==> src/rtl/sine_rom_scheduler.sv <==
`default_nettype none
// ============================================================================
// Module   : sine_rom_scheduler
// Purpose  : two periodic tick channels sharing one ROM read port (round-robin)
// Revision : 1.0
// ============================================================================
module sine_rom_scheduler #(
    parameter int ROM_LAT = 1
) (
    input  logic        clk,
    input  logic        rst,
    input  logic        en,
    input  logic [15:0] period0,
    input  logic [15:0] period1,
    input  logic [5:0]  phase1,
    output logic        rom_en,
    output logic [5:0]  rom_addr,
    input  logic [31:0] rom_data,
    output logic [31:0] width0,
    output logic [31:0] width1,
    output logic        upd0,
    output logic        upd1,
    output logic [1:0]  overrun
);

    typedef enum logic [1:0] {
        IDLE    = 2'd0,
        ISSUE   = 2'd1,
        WAIT    = 2'd2,
        CAPTURE = 2'd3
    } state_t;

    localparam logic [1:0] WAIT_LAST = (ROM_LAT > 1) ? 2'(ROM_LAT - 2) : 2'd0;

    state_t      state;
    state_t      state_nx;
    logic [15:0] cnt0;
    logic [15:0] cnt1;
    logic [15:0] prd0;
    logic [15:0] prd1;
    logic [15:0] eff0;
    logic [15:0] eff1;
    logic [1:0]  tick;
    logic [1:0]  pend;
    logic [1:0]  req;
    logic [1:0]  grant;
    logic        grant_ch;
    logic        gnt_ch;
    logic        last_ch;
    logic [1:0]  wait_cnt;
    logic [5:0]  addr0;
    logic [5:0]  addr1;

    // The interval length is taken from the live input at the first count of
    // each interval and held for the rest of it.
    assign eff0 = (cnt0 == 16'd0) ? period0 : prd0;
    assign eff1 = (cnt1 == 16'd0) ? period1 : prd1;
    assign tick[0] = en && (cnt0 == eff0);
    assign tick[1] = en && (cnt1 == eff1);

    assign rom_en   = (state == ISSUE);
    assign rom_addr = rom_en ? (gnt_ch ? addr1 : addr0) : 6'd0;

    always_comb begin
        state_nx = state;
        grant    = 2'b00;
        grant_ch = 1'b0;
        // A tick may be granted in the very cycle it arrives.
        req      = pend | tick;
        case (state)
            IDLE: begin
                if (req != 2'b00) begin
                    grant_ch = (req == 2'b11) ? ~last_ch : req[1];
                    grant    = grant_ch ? 2'b10 : 2'b01;
                    state_nx = ISSUE;
                end
            end
            ISSUE:   state_nx = (ROM_LAT == 1) ? CAPTURE : WAIT;
            WAIT:    if (wait_cnt == WAIT_LAST) state_nx = CAPTURE;
            CAPTURE: state_nx = IDLE;
            default: state_nx = IDLE;
        endcase
        if (!en) begin
            state_nx = IDLE;
            grant    = 2'b00;
        end
    end

    always_ff @(posedge clk) begin
        if (rst) begin
            state    <= IDLE;
            cnt0     <= 16'd0;
            cnt1     <= 16'd0;
            prd0     <= 16'd0;
            prd1     <= 16'd0;
            pend     <= 2'b00;
            overrun  <= 2'b00;
            addr0    <= 6'd0;
            addr1    <= phase1;
            width0   <= 32'd0;
            width1   <= 32'd0;
            upd0     <= 1'b0;
            upd1     <= 1'b0;
            gnt_ch   <= 1'b0;
            last_ch  <= 1'b1;
            wait_cnt <= 2'd0;
        end else begin
            state <= state_nx;
            upd0  <= 1'b0;
            upd1  <= 1'b0;
            if (!en) begin
                cnt0     <= 16'd0;
                cnt1     <= 16'd0;
                pend     <= 2'b00;
                addr0    <= 6'd0;
                addr1    <= phase1;
                wait_cnt <= 2'd0;
            end else begin
                cnt0     <= tick[0] ? 16'd0 : cnt0 + 16'd1;
                cnt1     <= tick[1] ? 16'd0 : cnt1 + 16'd1;
                prd0     <= eff0;
                prd1     <= eff1;
                pend     <= (pend | tick) & ~grant;
                overrun  <= overrun | (tick & pend & ~grant);
                wait_cnt <= (state == WAIT) ? wait_cnt + 2'd1 : 2'd0;
                if (grant != 2'b00) begin
                    gnt_ch  <= grant_ch;
                    last_ch <= grant_ch;
                end
                if (state == CAPTURE) begin
                    if (gnt_ch) begin
                        width1 <= rom_data;
                        upd1   <= 1'b1;
                        addr1  <= addr1 + 6'd1;
                    end else begin
                        width0 <= rom_data;
                        upd0   <= 1'b1;
                        addr0  <= addr0 + 6'd1;
                    end
                end
            end
        end
    end

endmodule
`default_nettype wire

==> config.mk <==
export PLATFORM = sky130hd
export DESIGN_NAME = sine_rom_scheduler
export DESIGN_NICKNAME = d
export VERILOG_FILES = /design/src/rtl/sine_rom_scheduler.sv
export SDC_FILE = /design/constraint.sdc
export NUM_CORES = 1
export LEC_CHECK = 0
export CORE_MARGIN = 10
export CORE_UTILIZATION = 55
export CTS_CLUSTER_SIZE = 14
export DETAILED_ROUTE_END_ITERATION = 8
export PLACE_DENSITY = 0.93
export SETUP_SLACK_MARGIN = 0.15
export SLEW_MARGIN = 20
export SYNTH_ARGS = -nofsm -noshare
export SYNTH_HDL_FRONTEND = slang
export SYNTH_SLANG_ARGS = --single-unit
==> constraint.sdc <==
create_clock -name clk -period 5.8 [get_ports clk]
set_clock_uncertainty 0.15 [all_clocks]
set_input_delay 1.74 -clock clk [delete_from_list [all_inputs] [get_ports clk]]
set_output_delay 1.74 -clock clk [all_outputs]
set_load 0.02 [all_outputs]
==> results of run 1 <==
## how the worst min path moves through the flow
stage                 endpoint       start  depth (start not counted)  slack [ns]
floorplan             prd0[12]    prd0[12]                          2        0.29
global placement       prd0[6]     prd0[6]                          2        0.29
detailed placement   width1[5]   width1[5]                          2        0.30
CTS                 width1[10]  width1[10]                          2        0.30
global route        width1[22]  width1[22]                          2        0.32
finish              width1[10]  width1[10]                          2        0.30
## flip-flops by register name, summed over array words and instances (netlist names), 6 cells and up
name and cells:
addr0 6, addr1 6, cnt0 16, cnt1 16, prd0 16, prd1 16
width0 32, width1 32
## cells by family (layout without fill, tap and decap cells)
| group | count (synthesis) | in the layout | synth area share (%) |
|---|---|---|---|
| AO/OA/AOI/OAI | 132 | 132 | 11.2 |
| adder cells (fa/ha/maj) | 12 | 12 | 2.25 |
| AND/OR/NAND/NOR | 355 | 355 | 23.5 |
| flip-flops | 152 | 152 | 46.5 |
| multiplexers | 17 | 17 | 2.57 |
| XOR/XNOR | 70 | 70 | 9.19 |
| buffers and inverters | 82 | 214 | 4.86 |
## synthesized netlist by cell type (2+ instances only)
library cell	count
a2111o_1	2
a21oi_1	98
a221oi_1	3
a22o_1	2
and3_1	9
and4_1	2
buf_4	2
clkbuf_1	48
dfxtp_1	146
edfxtp_1	6
ha_1	12
inv_1	30
mux2i_1	16
nand2_1	222
nand3_1	17
nand4_1	12
nor2_1	51
nor2b_1	11
nor3_1	7
nor4_1	6
o211ai_1	3
o21ai_0	7
o21ai_1	2
o22ai_1	5
or2_2	3
or3_1	3
xnor2_1	30
xor2_1	40
## layer usage
layer / vias up / GRT usage [%] / wire length [um]
met3: 44 / 8.72 / 1650
met2: 226 / 36.1 / 9180
li1: 2938 / - / -
met4: 0 / 11.1 / 665
met1: 2899 / 24.3 / 7300
met5: - / 0 / 0
## worst max-delay path, cell delays in order
cell and delay [ns]:
clkdlybuf4s50_1 0.63, inv_1 0.22, nor2_2 0.58, nand3_1 0.13, a221oi_1 0.48, nand2b_1 0.57
nor2_1 0.15
## final cells by class
type                    instances  area, um2
multi-input cells             586       3250
fillers                       831       3190
flip-flops and latches        152       3100
repair buffers                152       1510
clock buffers                  21        470
well taps                     147        184
clock inverters                11        146
inverters                      30        113
## where the power goes
| part | internal [uW] | switching, uW | total (uW) |
|---|---|---|---|
| Clock | 710 | 427 | 1140 |
| Combinational | 83.2 | 84.5 | 168 |
| Sequential | 1070 | 16.6 | 1090 |
| Total | 1870 | 528 | 2390 |
## metrics by stage
step	area [um2]	hold slack (ns)	cells
2_1_floorplan	6670	0.286	820
3_3_place_gp	8150	0.290	1067
3_5_place_dp	8150	0.296	1067
4_1_cts	8770	0.304	1099
5_1_grt	8770	0.317	1099
6_report	8770	0.301	1099
==> metrics.md, run 1 <==
| Metric | Value |
|---|---|
| #FFs+latches synth | `roughly 150` |
| Synth unique cells | `between 50 and 60` |
| Starting DRC count in detailed routing | `550` |
| Setup TNS Final | `0 ns` |
| Initial antenna violation count | `0` |
| Min Clock Period, post-route | `about 4.4 ns` |
| Worst relative slew slack | `a little under a third` |
| Post-route clock period utilization | `about three quarters` |
| DR vias | `around 6100` |
| Boundary pin count | `roughly 150` |
| Post-Route WL | `between 15000 and 20000 um` |
| Pre-CTS setup slack | `roughly 1.1 ns` |
| Clk root buf | `clkbuf_16` |
| Crit path DAT | `4.51 ns` |
| Die X | `roughly 130 um` |
| Gr ovfl total | `0` |
| Final Util | `73.3%` |
| Dominant synthesized flop cell | `dfxtp_1` |
| Final HPWL DP | `between 10000 and 15000 um` |
| I/O Buffers | `around 150` |
| Reg2Reg Capture Point | `cnt1[6]` |
| CP Data Required Time | `5.93 ns` |
| Clock latency on the worst-skew pair | `around 0.43 ns` |
| Post-Syn Area | `about 6700 um2` |
| CP max FO | `17` |
| Area Growth Syn to Fin | `31.4%` |
| CTS tree | `done` |
| Post-synth EDFFs | `6` |
| Most common cell after layout, fill and taps aside | `nand2_1` |
| Cts hold-fix bufs | `0` |
| Leakage Power | `~0.0032 uW` |
| Die ar. | `between 15000 and 20000 um2` |
| Nets@finish | `slightly above 1000` |
| Outcome | `completed` |
| Worst setup path end | `cnt1[6]` |
| Sinks on Clock Net | `around 150` |
| R2R Setup Slk | `2.24 ns` |
| CP Launch Type | `primary input` |
| GRT Total Usage | `between 20% and 30%` |
| Die Y | `~130 um` |
| Setup Fix Bufs, Post-CTS | `0` |
| Top cells by area, synth | `dfxtp_1, nand2_1, a21oi_1` |
| Worst Setup End Kind | `flip-flop` |
| Clk buf depth | `2` |
| Initial core utilization | `a little under three fifths` |
| Worst Tran Pin Value | `just over 1 ns` |
| R2R Path Start | `cnt1[0]` |
| Fmax | `~230 MHz` |
| Critical Path Source | `en` |
| Setup CP Type | `primary input to flip-flop` |
| Most frequent cells in the layout | `nand2_1, dfxtp_1, clkdlybuf4s50_1, a21oi_1, nor2_1` |
| CORE AREA | `12000 um2` |
| Routed vias/inst | `about 5.6` |
| Pwr Total | `about 2400 uW` |
| Clock slew at reported path FFs | `0.06 ns` |
| Diodes inserted | `0` |
| TritonCTS Buffers | `17` |
| Yosys Warn Count | `0` |
| # rows | `40` |
| PD cells | `roughly 270 nW/um2` |
| Largest net degree at the start of global routing | `84` |
| 1st-pass router iterations | `4` |
| # resized after CTS | `0` |
| Synth Area per Inst | `8.14 um2` |
| Slew Viols, Final | `0` |
| Mapped Nets | `around 910` |
| DR DRC count | `0` |
| RSZ-0062 raised after global routing | `false` |
| # H-tree levels | `4` |
| Fin. Hold Viols | `0` |
| Post-synth top area cell | `dfxtp_1` |
| Placer's final routability congestion estimate | `between 0.8 and 0.9` |
| DR WL/cell | `between 15 and 20 um` |
| Max-cap violations | `0` |
| HP Class | `flip-flop to flip-flop` |
| Peak VDD IR | `0.243 mV` |
| ANT nets after route | `0` |
| Fin worst setup slack | `roughly 1.4 ns` |
| Async SR Flop Fraction | `0%` |
| Seq/Total Area, Yosys | `between 40% and 50%` |
| First-pass GRT wire length | `29400 um` |
| Layout cell share with drive strength beyond 1 | `~5%` |
| Syn Inst Count | `820` |
| # setup viols final | `0` |
| Vias in the first global route | `roughly 6000` |
| Worst R2R Path Depth | `9` |
| Post-synth top area share | `43.8%` |
(Power assumes the default switching activity.)
==> run 2, diff against run 1 <==
--- a/config.mk
+++ b/config.mk
@@ -6,10 +6,10 @@
 export NUM_CORES = 1
 export LEC_CHECK = 0
 export CORE_MARGIN = 10
-export CORE_UTILIZATION = 55
+export CORE_UTILIZATION = 46
 export CTS_CLUSTER_SIZE = 14
 export DETAILED_ROUTE_END_ITERATION = 8
-export PLACE_DENSITY = 0.93
+export PLACE_DENSITY = 0.84
 export SETUP_SLACK_MARGIN = 0.15
 export SLEW_MARGIN = 20
 export SYNTH_ARGS = -nofsm -noshare
==> constraint.sdc (replaced) <==
create_clock -name clk -period 3.7 [get_ports clk]
set_clock_uncertainty 0.15 [all_clocks]
set_input_delay 1.11 -clock clk [delete_from_list [all_inputs] [get_ports clk]]
set_output_delay 1.11 -clock clk [all_outputs]
set_load 0.02 [all_outputs]
==> metrics.md, run 2 (synthesized netlist as in run 1, its figures left out) <==
| Metric | Value |
|---|---|
| Routed vias/inst | `5.21 (-6.3%)` |
| Final instance area | `8850 um2 (+0.94%)` |
| Gr ovfl total | `0 (unchanged)` |
| Most common cell after layout, fill and taps aside | `nand2_1` |
| Clock latency on the worst-skew pair | `0.42 ns (about the same)` |
| Starting DRC count in detailed routing | `631 (+15%)` |
| HP Class | `flip-flop to flip-flop` |
| CP max stage delay | `0.48 ns (-0.15 ns)` |
| # H-tree levels | `4 (unchanged)` |
| DR DRC count | `0 (unchanged)` |
| Boundary pin count | `148 (unchanged)` |
| Critical-path top delay cell | `or4_1` |
| PD cells | `417 nW/um2 (+53%)` |
| TritonCTS Buffers | `17 (unchanged)` |
| R2R Setup Slk | `0.54 ns (-1.70 ns)` |
| Clock slew at reported path FFs | `0.06 ns (about the same)` |
| Final HPWL DP | `13100 um (+0.84%)` |
| RSZ-0062 raised after global routing | `false` |
| Initial antenna violation count | `0 (unchanged)` |
| GRT Total Usage | `17.9% (-4.1 points)` |
| I/O Buffers | `147 (unchanged)` |
| Peak VDD IR | `0.314 mV (+29%)` |
| Area Growth Syn to Fin | `32.7%` |
| Max-cap violations | `0 (unchanged)` |
| Post-route clock period utilization | `about 94%` |
| DR vias | `5938 (-2.8%)` |
| ANT nets after route | `0 (unchanged)` |
| # resized after CTS | `0 (unchanged)` |
| Worst Setup End Kind | `flip-flop` |
| Clk buf depth | `2 (unchanged)` |
| Worst relative slew slack | `41.4% (+10 points)` |
| Cts hold-fix bufs | `0 (unchanged)` |
| CP Data Required Time | `3.90 ns (-2.03 ns)` |
| Largest net degree at the start of global routing | `86 (+2.4%)` |
| Post-Route WL | `18200 um (-2.9%)` |
| Crit path DAT | `3.67 ns (-0.84 ns)` |
| 1st-pass router iterations | `5 (+1)` |
| Buf/Inv on CP | `1 (-1)` |
| Outcome | `completed` |
| Most frequent cells in the layout | `nand2_1, dfxtp_1, clkdlybuf4s50_1, a21oi_1, nor2_1` |
| Fin. Hold Viols | `0 (unchanged)` |
| # setup viols final | `0 (unchanged)` |
| Die ar. | `19700 um2 (+16%)` |
| Placer's final routability congestion estimate | `0.852 (-4.7%)` |
| Sinks on Clock Net | `152 (unchanged)` |
| Area after DPL | `8270 um2 (+1.4%)` |
| Diodes inserted | `0 (unchanged)` |
| Fmax | `approximately 290 MHz` |
| CP max FO | `6 (-11)` |
| Leakage Power | `0.00320 uW (+0.86%)` |
| Nets@finish | `1032 (+0.78%)` |
| Filler Cell Count | `1169 (+41%)` |
| Die X | `140 um (+7.9%)` |
| CORE AREA | `14000 um2 (+17%)` |
| Pwr Total | `3690 uW (+54%)` |
| Min Clock Period, post-route | `~3.5 ns` |
| Slew Viols, Final | `0 (unchanged)` |
| Vias in the first global route | `5827 (-3.0%)` |
| Clk root buf | `clkbuf_16` |
| CP Launch Type | `primary input` |
| Setup CP Type | `primary input to flip-flop` |
| Layout cell share with drive strength beyond 1 | `6.04% (+0.89 points)` |
| Setup Fix Bufs, Post-CTS | `0 (unchanged)` |
| Initial core utilization | `47.5% (-8.3 points)` |
| Die Y | `140 um (+7.9%)` |
| DR WL/cell | `16.0 um (-6.4%)` |
| Worst Tran Pin Value | `0.879 ns (-0.147 ns)` |
| Delay-heaviest family, CP | `compound AO/OA/AOI/OAI gates` |
| Top flop regs | `width0: 32 flops, width1: 32 flops` |
| Critical path cell sequence | `clkdlybuf4s50_1 -> nor2b_1 -> or4_1 -> nor4_1 -> a31oi_1 -> a2111o_1 -> o31a_1 -> a32oi_2 -> mux2i_1` |
| First-pass GRT wire length | `29300 um (-0.59%)` |
| CTS tree | `done` |
| # rows | `43 (+7.5%)` |
-- run 2: final timing paths --
check | from | to | cells after the start
min reg2reg | width0[7] | width0[7] | 2
max | period0[14] | state[1] | 9
min | width0[7] | width0[7] | 2
max reg2reg | cnt0[0] | state[1] | 10
-- run 2: worst register-to-register path: stages (launching register included) --
cell and delay, ns:
dfxtp_1 0.34, inv_1 0.16, ha_1 0.19, nor4b_2 0.29
nand4_4 0.34, nor4_1 0.38, a31oi_1 0.07, a2111o_1 0.33
o31a_1 0.33, a32oi_2 0.30, mux2i_1 0.22
-- run 2: per-layer routing --
metal	wire length (um)	up-vias	global-route usage (%)
met1	7580	2763	20.9
met2	8960	189	29.1
li1	-	2951	-
met5	0	-	0
met4	448	0	8.48
met3	1260	35	5.68
-- run 2: layout make-up --
type	count	area (um2)	area share, %
timing repair buffer	160	1580	17.8
clock buffer	18	450	5.09
inverter	30	113	1.27
multi-input combinational	586	3250	36.7
clock inverter	14	135	1.53
tap	180	225	2.54
sequential	152	3100	35.0
-- run 2: power breakdown --
group,switching (uW),internal [uW]
logic,130,137
registers,26.1,1680
clock network,734,981
total,890,2800
-- run 2: stage by stage --
step	hold slack (ns)	setup WS (ns)	util, %	setup TNS, ns	std cells
floorplan	0.286	0.461	-	0	820
global route	0.322	0.161	63.0	0	1140
detailed placement	0.295	-0.178	58.9	-1.10	1108
global placement	0.290	-0.135	58.9	-1.05	1108
CTS	0.305	0.255	63.0	0	1140
finish	0.302	0.236	63.0	0	1140
==> run 3, diff against run 2 <==
--- a/config.mk
+++ b/config.mk
@@ -6,10 +6,10 @@
 export NUM_CORES = 1
 export LEC_CHECK = 0
 export CORE_MARGIN = 10
-export CORE_UTILIZATION = 46
+export CORE_UTILIZATION = 51
 export CTS_CLUSTER_SIZE = 14
 export DETAILED_ROUTE_END_ITERATION = 8
-export PLACE_DENSITY = 0.84
+export PLACE_DENSITY = 0.88
 export SETUP_SLACK_MARGIN = 0.15
 export SLEW_MARGIN = 20
 export SYNTH_ARGS = -nofsm -noshare
==> constraint.sdc (replaced) <==
create_clock -name clk -period 3.69 [get_ports clk]
set_clock_uncertainty 0.15 [all_clocks]
set_input_delay 1.107 -clock clk [delete_from_list [all_inputs] [get_ports clk]]
set_output_delay 1.107 -clock clk [all_outputs]
set_load 0.02 [all_outputs]
==> metrics.md, run 3 (synthesized netlist as in run 1, its figures left out) <==
| Metric | Value |
|---|---|
| Most frequent cell on the critical path | `a2111o_1` |
| CP Launch Type | `primary input` |
| PD cells | `422 nW/um2 (+1.2%)` |
| Most common cell after layout, fill and taps aside | `nand2_1` |
| Filler Cell Count | `993 (-15%)` |
| ANT nets after route | `0 (unchanged)` |
| # setup viols final | `0 (unchanged)` |
| Min Clock Period, post-route | `between 3 and 4 ns` |
| Largest net degree at the start of global routing | `83 (-3.5%)` |
| # H-tree levels | `4 (unchanged)` |
| Area after DPL | `8260 um2 (-0.12%)` |
| Critical path cell sequence | `clkdlybuf4s50_1 -> inv_1 -> a2111o_1 -> nor3_1 -> o211ai_1 -> a2111o_1 -> o31a_1 -> a32oi_2 -> mux2i_1` |
| Starting DRC count in detailed routing | `531 (-16%)` |
| Max-cap violations | `0 (unchanged)` |
| Outcome | `completed` |
| Final HPWL DP | `13200 um (+0.71%)` |
| TritonCTS Buffers | `17 (unchanged)` |
| Fmax | `a little under 300 MHz` |
| Fin. Hold Viols | `0 (unchanged)` |
| DR DRC count | `0 (unchanged)` |
| RSZ-0062 raised after global routing | `false` |
| Layout cell share with drive strength beyond 1 | `6.35% (+0.31 points)` |
| GRT Total Usage | `20.1% (+2.2 points)` |
| Top flop regs | `width0: 32 flops, width1: 32 flops` |
| Pre-CTS setup slack | `-0.322 ns (-0.144 ns)` |
| Boundary pin count | `148 (unchanged)` |
| Worst Setup End Kind | `flip-flop` |
| DR WL/cell | `16.3 um (+2.0%)` |
| Post-Route WL | `18500 um (+1.4%)` |
| Die ar. | `18100 um2 (-8.4%)` |
| Clock slew at reported path FFs | `0.06 ns (about the same)` |
| Worst Tran Pin Value | `0.851 ns (-0.0278 ns)` |
| Post-route clock period utilization | `approximately 92%` |
| Clk root buf | `clkbuf_16` |
| CTS tree | `done` |
| CP Data Required Time | `3.89 ns (about the same)` |
| Nets@finish | `1033 (+0.097%)` |
| Hold_ws | `0.302 ns (-0.000301 ns)` |
| Critical Path Source | `en` |
| Final instance area | `8900 um2 (+0.57%)` |
| Worst R2R Path Depth | `10 (unchanged)` |
| Die X | `134 um (-4.3%)` |
| DR vias | `6026 (+1.5%)` |
| R2R Setup Slk | `0.34 ns (-0.20 ns)` |
| CORE AREA | `12700 um2 (-9.4%)` |
| Setup TNS Final | `0 ns (unchanged)` |
| 1st-pass router iterations | `5 (unchanged)` |
| Crit path DAT | `3.60 ns (-0.07 ns)` |
| Fin worst setup slack | `0.289 ns (+0.0527 ns)` |
| R2R Path Start | `cnt0[0]` |
| Diodes inserted | `0 (unchanged)` |
| Clock latency on the worst-skew pair | `0.43 ns (about the same)` |
| Gr ovfl total | `0 (unchanged)` |
| Sinks on Clock Net | `152 (unchanged)` |
| Initial core utilization | `52.4% (+4.9 points)` |
| CP max stage delay | `0.49 ns (about the same)` |
| Clk buf depth | `2 (unchanged)` |
| Vias in the first global route | `5873 (+0.79%)` |
| First-pass GRT wire length | `29600 um (+1.0%)` |
| Slew Viols, Final | `0 (unchanged)` |
| Critical-path top delay cell | `clkdlybuf4s50_1` |
| Worst relative slew slack | `43.3% (+1.9 points)` |
| Setup CP Type | `primary input to flip-flop` |
| Die Y | `134 um (-4.3%)` |
| Area Growth Syn to Fin | `33.4%` |
| # rows | `41 (-4.7%)` |
| Placer's final routability congestion estimate | `0.857 (+0.61%)` |
| Initial antenna violation count | `0 (unchanged)` |
| Peak VDD IR | `0.316 mV (+0.66%)` |
| Hold path depth | `2 (unchanged)` |
| Leakage Power | `0.00326 uW (+1.8%)` |
| HP Class | `flip-flop to flip-flop` |
| Routed vias/inst | `5.32 (+2.1%)` |
| I/O Buffers | `147 (unchanged)` |
| Worst hold start | `width0[17]` |
| Most frequent cells in the layout | `nand2_1, dfxtp_1, clkdlybuf4s50_1, a21oi_1, nor2_1` |
| CP max FO | `6 (unchanged)` |
==> run 3: cell types whose count changed in the layout (fill, tap and decap cells not counted), sizes merged <==
| cell | change |
|---|---|
| bufinv | +1 |
| clkinvlp | -1 |
| clkinv | +2 |
| buf | +1 |
| clkbuf | +2 |
| inv | -4 |
| dlymetal6s2s | +4 |
| clkdlybuf4s50 | -4 |
==> run 3: final timing paths <==
| check | endpoint |
|---|---|
| worst max register to register | state[0] |
| worst min register to register | width0[17] |
| worst max-delay path | state[0] |
| worst min-delay path | width0[17] |
==> run 3: per-layer routing <==
metal | vias to the layer above | GRT usage, % | part of all wire [%]
li1 | 2955 | - | -
met2 | 217 | 33.8 | 49
met3 | 31 | 7.51 | 8.3
met1 | 2823 | 22.8 | 41
met5 | - | 0 | 0
met4 | 0 | 7.19 | 2.0
==> run 3: critical path, delay by kind of cell <==
family                 cells  cell delay [ns]
AO/OA/AOI/OAI              5             1.51
buffers and inverters      2             0.57
multiplexers               1             0.22
AND/OR/NAND/NOR            1             0.19
==> run 3: power breakdown <==
group	switching, uW	internal [uW]	total (uW)	leakage (uW)
logic	137	138	275	0.00172
clock network	708	1060	1770	0.000293
registers	26.6	1680	1710	0.00124
==> run 3: through the flow <==
step           util, %  power (uW)  cells
6_report          70.0        3760   1133
5_1_grt           70.0        3880   1133
4_1_cts           69.7        3780   1132
3_5_place_dp      64.9        2010   1100
3_3_place_gp      64.9        2010   1100
2_1_floorplan        -        1880    820
==> run 3: final cells by class <==
type	instances	area (um2)	area share, %
Clock buffer	20	468	5.26
Clock inverter	12	139	1.56
Inverter	30	113	1.26
Multi-Input combinational cell	586	3270	36.7
Sequential cell	152	3100	34.9
Tap cell	172	215	2.42
Timing Repair Buffer	161	1600	17.9
==> run 3: what timing repair did <==
action,CTS,global route
pin swaps,1,5
setup endpoints to repair,2,14
gates resized for setup,1,7
buffers inserted,0,1
hold buffers,0,0
endpoints found under the hold margin,0,0
